==> config.mk <==
export PLATFORM = sky130hd
export DESIGN_NAME = hsv_window_ctrl
export DESIGN_NICKNAME = d
export VERILOG_FILES = /design/src/rtl/hsv_window_ctrl.sv
export SDC_FILE = /design/constraint.sdc
export NUM_CORES = 1
export LEC_CHECK = 0
export CAP_MARGIN = 20
export CORE_MARGIN = 2
export CORE_UTILIZATION = 35
export DETAILED_ROUTE_END_ITERATION = 16
export DONT_BUFFER_PORTS = 1
export PLACE_DENSITY = 0.48
export SYNTH_ARGS = -nofsm -noshare
export SYNTH_HDL_FRONTEND = slang
export SYNTH_SLANG_ARGS = --single-unit
export TNS_END_PERCENT = 50
==> constraint.sdc <==
create_clock -name pclk -period 7.13 [get_ports pclk]
set_input_delay 0.3565 -clock pclk [delete_from_list [all_inputs] [get_ports pclk]]
set_output_delay 0.3565 -clock pclk [all_outputs]
set_load 0.005 [all_outputs]
==> src/rtl/hsv_window_ctrl.sv <==
// hsv_window_ctrl: realigns sync strobes to HSV output, windows pixels and counts matches per frame
module hsv_window_ctrl #(
  parameter int LAT   = 3,
  parameter int CNT_W = 20
) (
  input  logic             pclk,
  input  logic             rst_n,
  input  logic             i_de,
  input  logic             i_hs,
  input  logic             i_vs,
  input  logic [23:0]      hsv24,
  input  logic             enable,
  input  logic             cfg_we,
  input  logic [2:0]       cfg_addr,
  input  logic [7:0]       cfg_wdata,
  output logic             o_de,
  output logic             o_hs,
  output logic             o_vs,
  output logic             o_mask,
  output logic [CNT_W-1:0] frame_cnt,
  output logic             frame_done,
  output logic             busy
);
  typedef enum logic [1:0] {IDLE, WAIT, ACTIVE} state_t;
  localparam logic [5:0][7:0] WIN_RST = {8'd255, 8'd0, 8'd255, 8'd0, 8'd179, 8'd0};
  state_t state, state_nx;
  logic [LAT:0] de_d, hs_d, vs_d;
  logic [5:0][7:0] sh, act;
  logic [CNT_W-1:0] acc;
  logic [7:0] h, s, v;
  logic de_a, vs_a, vs_rise, h_ok, match;
  assign {h, s, v} = hsv24;
  // bit LAT-1 lines up with hsv24, bit LAT is the extra output stage
  assign de_a = de_d[LAT-1];
  assign vs_a = vs_d[LAT-1];
  assign vs_rise = vs_a & ~vs_d[LAT];
  assign o_de = de_d[LAT];
  assign o_hs = hs_d[LAT];
  assign o_vs = vs_d[LAT];
  assign busy = state == ACTIVE;
  assign h_ok = act[0] <= act[1] ? (h >= act[0] && h <= act[1]) : (h >= act[0] || h <= act[1]);
  assign match = h_ok && s >= act[2] && s <= act[3] && v >= act[4] && v <= act[5];
  always_comb begin
    state_nx = state;
    state_nx = state == IDLE ? (enable ? WAIT : IDLE)
             : state == WAIT ? (!enable ? IDLE : vs_rise ? ACTIVE : WAIT)
             : (enable ? ACTIVE : IDLE);
  end
  always_ff @(posedge pclk) begin
    if (!rst_n) begin
      state <= IDLE;
      de_d <= '0;
      hs_d <= '0;
      vs_d <= '0;
      sh <= WIN_RST;
      act <= WIN_RST;
      acc <= '0;
      frame_cnt <= '0;
      frame_done <= 1'b0;
      o_mask <= 1'b0;
    end else begin
      state <= state_nx;
      de_d <= {de_d[LAT-1:0], i_de};
      hs_d <= {hs_d[LAT-1:0], i_hs};
      vs_d <= {vs_d[LAT-1:0], i_vs};
      if (cfg_we && cfg_addr < 3'd6) sh[cfg_addr] <= cfg_wdata;
      if (vs_rise) act <= sh;
      o_mask <= de_a & match;
      frame_done <= state == ACTIVE && vs_rise;
      if (state == ACTIVE && vs_rise) frame_cnt <= acc;
      acc <= (state != ACTIVE || vs_rise || !enable) ? '0 : acc + CNT_W'(de_a & match & ~&acc);
    end
  end
endmodule

-- Word level (Yosys, flattened, before mapping)
Cells that the tools add are included.
- ROM bits: 0
- bits in latches: 0
- memories: 0
- word-level logic and storage cells: 66
- input bits: 42
- flip-flop bits (word level): 152
- RAM bits: 0
- multiplexer cells: 10
- multipliers: 0
- shift-type cells: 0
- equality and inequality tests: 3
- bitwise operators: 6
- divide/modulo/power cells: 0
- $add $sub $neg: 1
- reductions and logical operators: 16
- order comparisons: 10
- operators by type and width (kind ; count):
    48-bit bitwise mux ; 1
    8-bit <= comparator ; 4
    8-bit demux with 3-bit select ; 1
    8-bit greater-or-equal comparator ; 3
    20-bit by 1-bit adder with 20-bit output ; 1
    20-bit AND reduction ; 1
    2-bit 2-to-1 mux ; 5
    1-bit logical AND ; 8
    8-bit 2-to-1 mux ; 1
    1-bit AND ; 4
    3-bit by 4-bit < comparator with 1-bit output, second input constant ; 1
    3-bit by 1-bit greater-or-equal comparator with 1-bit output, second input constant ; 1
    1-bit logical OR ; 3
    3-bit < comparator, second input constant ; 1
    2-bit by 1-bit equality test with 1-bit output, second input constant ; 1
    2-bit equality test, second input constant ; 1
    1-bit logical NOT ; 2
    2-bit logical NOT ; 1
    1-bit 2-to-1 mux ; 2
    2-bit inequality test, second input constant ; 1
    1-bit inverter ; 2
    2-bit OR reduction ; 1

-- Logic depth before layout (Yosys ltp)
- depth after elaboration: 10
- depth in mapped cells: 15
- mapped depth without buffers: 15

-- Least setup slack after synthesis
No wires, ideal clock.
- path kind: input port to flip-flop
- from: in hsv24[17]
- to: reg acc[12]
- arrival: 2644 ps
- library setup time: 114 ps
- stages on the path: 14
- path slack: 4372 ps
- data required time: 7016 ps
- cell sequence: ha_1 -> nor2b_1 -> o211ai_1 -> a21oi_1 -> o22a_1 -> maj3_2 -> nor3_1 -> ha_1 -> ha_1 -> nand3_1 -> nor2_4 -> nand3_1 -> xor2_1 -> nor2_1
- longest elaborated chain between the ends: 10
- elaborated cells on any way between the ends: 12
- classes of those cells: add/sub (1); order compare (2); mux (1); bitwise (2); reduce/logical (6)
- RTL lines (what ; RTL line ; source):
    start, declared ; 11 ; input logic [23:0] hsv24,
    8-bit greater-or-equal comparator / 8-bit <= comparator (equally long branches) ; 41 ; assign h_ok = act[0] <= act[1] ? (h >= act[0] && h <= act[1]) : (h >= act[0] || h <= act[1]);
    1-bit logical OR / 1-bit logical AND (equally long branches) ; 41 ;
    1-bit 2-to-1 mux * ; 41 ;
    1-bit logical AND * (4 in series) ; 42 ; assign match = h_ok && s >= act[2] && s <= act[3] && v >= act[4] && v <= act[5];
    1-bit AND * (2 in series) ; 71 ; acc <= (state != ACTIVE || vs_rise || !enable) ? '0 : acc + CNT_W'(de_a & match & ~&acc);
    20-bit by 1-bit adder with 20-bit output * ; 71 ;
    end signal, assigned ; 71 ;
    end, declared ; 29 ; logic [CNT_W-1:0] acc;
Every way passes the cells marked *; elsewhere a longest branch is shown, timed or not.
A chain may end at the register's enable or synchronous reset.

-- Worst setup path in the final report
- from: reg act[41] (netlist name)
- to: reg acc[12]
- longest elaborated chain between the ends: 5
- RTL lines (what ; RTL line ; source):
    start, declared ; 28 ; logic [5:0][7:0] sh, act;
    start signal, assigned ; 67 ; if (vs_rise) act <= sh;
    8-bit <= comparator ; 42 ;
    1-bit logical AND ; 42 ;
    1-bit AND (2 in series) ; 71 ;
    20-bit by 1-bit adder with 20-bit output ; 71 ;
Every way passes these cells.

==> results.toml <==
[critical_path]
cp_max_fo = 5
end_kind = "flop"
startpoint_type = "flop"
arrival_ns = 3.56
worstPathRequired_ns = 7.41
reg2reg_slack_ns = 3.86
crit_type = "reg -> reg"
ff2ff_path_depth = 15
r2r_end = "acc[12]$_SDFF_PP0_"
r2r_start = "act[41]$_SDFFE_PN1P_"

[yosys]
synth_flop_cell = "dfxtp_1"
syn_avg_cell_area_sq_um = 8.20
synthCells = 812
yosys_warnings = 0
yosysSeqAreaShare = 0.457
async_reset_ff_frac = 0
ys_types = 42
ys_ff_latch = 152
synth_edf_count = 0
syn_area_sq_um = 6660
synth_nets = 912

[timing]
period_needed_ns = 3.27
final.setup.tns_ns = 0
slew_viol_final = 0
fin_skew_ns = 0.00859
final-setup-viol-count = 0
fin_crit_sh = 0.459
worst-slew-pin-transition_ns = 0.848
whs_ns = 0.0274
hold_viol = 0
slew-limit-headroom = 0.433
fmax_mhz = 306
rsz0062_at_grt = "no"

[clocking]
cts_setup_buffers = 0
path_clk_slew_ns = 0.06
htree_levels = 4
hold_buffers = 0
clockBufferDepth = 2
cts_made_buffers = 17
clock-sinks = 152
clk_latency_ns = 0.42
post_cts_resized = 0
cts_tree = "yes"
cts-root-buf = "clkbuf_16"

[pwr]
ir_drop_mv = 0.167
pwr-share-comb = 0.041
power_switching_uw = 403
p_per_area_nw_per_um2 = 256
leakagePower_uw = 0.00287
clkPwrFrac = 0.506
internal_power_uw = 1520
power_frac_seq = 0.453
swShare = 0.210

[global_routing]
antenna_found_initial = 0
grt_pass1_vias = 5358
grt_usage = 0.166
grt_pass1_wl_um = 26200
overflow = 0
grt_max_degree = 68

[routing]
ant_nets = 0
wl_um = 16000
first_iter_violations = 216
dr.pass1.iters = 4
via_per_inst = 5.02
via_count = 5276
avgRoutedWirePerCell_um = 15.3
drcViolationCount = 0

[final_layout]
area_growth_pct = 12.9
nNetsFinal = 904
n_antenna_cell = 0
layout-drive-gt1-share = 0.0575
nFillCells = 1873

[min_path]
hold_path.startpoint = "rst_n"
hp-class = "in -> reg"
worstHoldEndpoint = "sh[30]$_SDFFE_PN1P_"
min_path_cells = 1

[place]
placement.io_buffers = 0
dp_hpwl_um = 11200
gp_congestion = 0.887

[floorplan]
ioPinCount = 68
dieArea_sq_um = 20100
start_util = 0.356
die_w_um = 142
die_h_um = 142
row_count = 50
core-area_sq_um = 18700

[run_status]
outcome = "completed"

[job]
max_cap_viol_count = 0
==> worst max-delay path: stages (launching register included) <==
cell and delay [ns]:
dfxtp_1 0.30, inv_1 0.04, ha_1 0.27, nor2b_1 0.13, o211ai_1 0.15, a21oi_1 0.09, o22ai_1 0.31, nand4b_1 0.30
nor3_1 0.26, ha_1 0.28, ha_1 0.24, nand3_1 0.23, nor2_4 0.20, nand3_1 0.11, xor2_1 0.16, nor2_1 0.05
==> layer usage <==
layer / GRT usage / vias up / wire length (um)
met2: 0.287 / 86 / 7790
li1: - / 2693 / -
met4: 0.0542 / 0 / 153
met1: 0.197 / 2484 / 7320
met5: 0 / - / 0
met3: 0.0496 / 13 / 770
==> power by group through the flow <==
stage	Clock, uW	Sequential, uW	Combinational (uW)
floorplan	0	887	63.7
global placement	0	889	73.4
detailed placement	0	889	77.7
CTS	996	870	78.2
global route	1030	871	91.7
finish	973	870	79.0
==> cell type report <==
type	instances	area, sq um	area share
Inverter	54	203	0.0270
Timing Repair Buffer	5	42.5	0.00566
Tap cell	234	293	0.0390
Clock buffer	21	480	0.0640
Sequential cell	152	3040	0.405
Clock inverter	11	166	0.0222
Multi-Input combinational cell	574	3280	0.437
==> registers in the layout, summed over array words and instances, names as in the netlist <==
signal,count
acc,20
de_d,4
sh,48
frame_done,1
state,2
frame_cnt,20
vs_d,4
o_mask,1
act,48
hs_d,4
==> stage by stage <==
step | setup slack (ns) | utilization | area [sq um] | total power (uW) | instances
floorplan | 4.37 | - | 6660 | 951 | 812
global placement | 3.76 | 0.366 | 6850 | 962 | 1017
detailed placement | 3.83 | 0.366 | 6850 | 966 | 1017
CTS | 3.82 | 0.401 | 7490 | 1940 | 1049
global route | 3.58 | 0.402 | 7510 | 1990 | 1051
finish | 3.86 | 0.402 | 7510 | 1920 | 1051
==> logic make-up (layout without fill, tap and decap cells) <==
logic type,Yosys count,count (layout),share of synthesized area
and+or+nand+nor,354,354,0.237
DFF,152,152,0.457
AOI/OAI and AO/OA,147,147,0.126
buffers and inverters,86,91,0.0506
adders and majority gates,59,59,0.111
xor gates and xnor gates,14,14,0.0184
==> cell usage in the layout (no fill, tap or decap), types with 2 or more instances in the layout <==
| cell | n |
|---|---|
| nand2_1 | 232 |
| dfxtp_1 | 152 |
| a21oi_1 | 97 |
| ha_1 | 58 |
| inv_1 | 53 |
| nand3_1 | 37 |
| o211ai_1 | 23 |
| nor2_1 | 23 |
| clkbuf_16 | 17 |
| and2_1 | 13 |
| nand4_1 | 12 |
| o21ai_0 | 11 |
| xor2_1 | 10 |
| nor2b_1 | 9 |
| nand2b_1 | 6 |
| nor3_1 | 4 |
| xnor2_1 | 4 |
| clkbuf_8 | 4 |
| clkinv_2 | 4 |
| bufinv_16 | 4 |
| a211oi_1 | 3 |
| o22ai_1 | 3 |
| or3_1 | 3 |
| buf_4 | 3 |
| o2111ai_1 | 2 |
| a21o_1 | 2 |
| a221o_1 | 2 |
| and3_1 | 2 |
| nor3_2 | 2 |
| nor2_4 | 2 |
| inv_6 | 2 |
| dlygate4sd3_1 | 2 |
==> how the worst max path moves through the flow <==
stage / from / to / depth (start not counted)
2_1_floorplan: hsv24[17] / acc[12]$_SDFF_PP0_ / 14
3_3_place_gp: hsv24[1] / acc[12]$_SDFF_PP0_ / 14
3_5_place_dp: hsv24[1] / acc[12]$_SDFF_PP0_ / 14
4_1_cts: act[41]$_SDFFE_PN1P_ / acc[12]$_SDFF_PP0_ / 15
5_1_grt: act[41]$_SDFFE_PN1P_ / acc[12]$_SDFF_PP0_ / 15
6_report: act[41]$_SDFFE_PN1P_ / acc[12]$_SDFF_PP0_ / 15
==> synth_stat cells (11+ instances only) <==
library cell,number,area (sq um)
nor2_1,23,86.3
clkbuf_1,24,90.1
nand2_1,232,871
o21ai_0,11,55.1
nand4_1,12,75.1
o211ai_1,23,173
and2_1,13,81.3
dfxtp_1,152,3040
nand3_1,37,185
ha_1,58,726
a21oi_1,97,485
inv_1,54,203
Power figures use the tool's default switching activity.
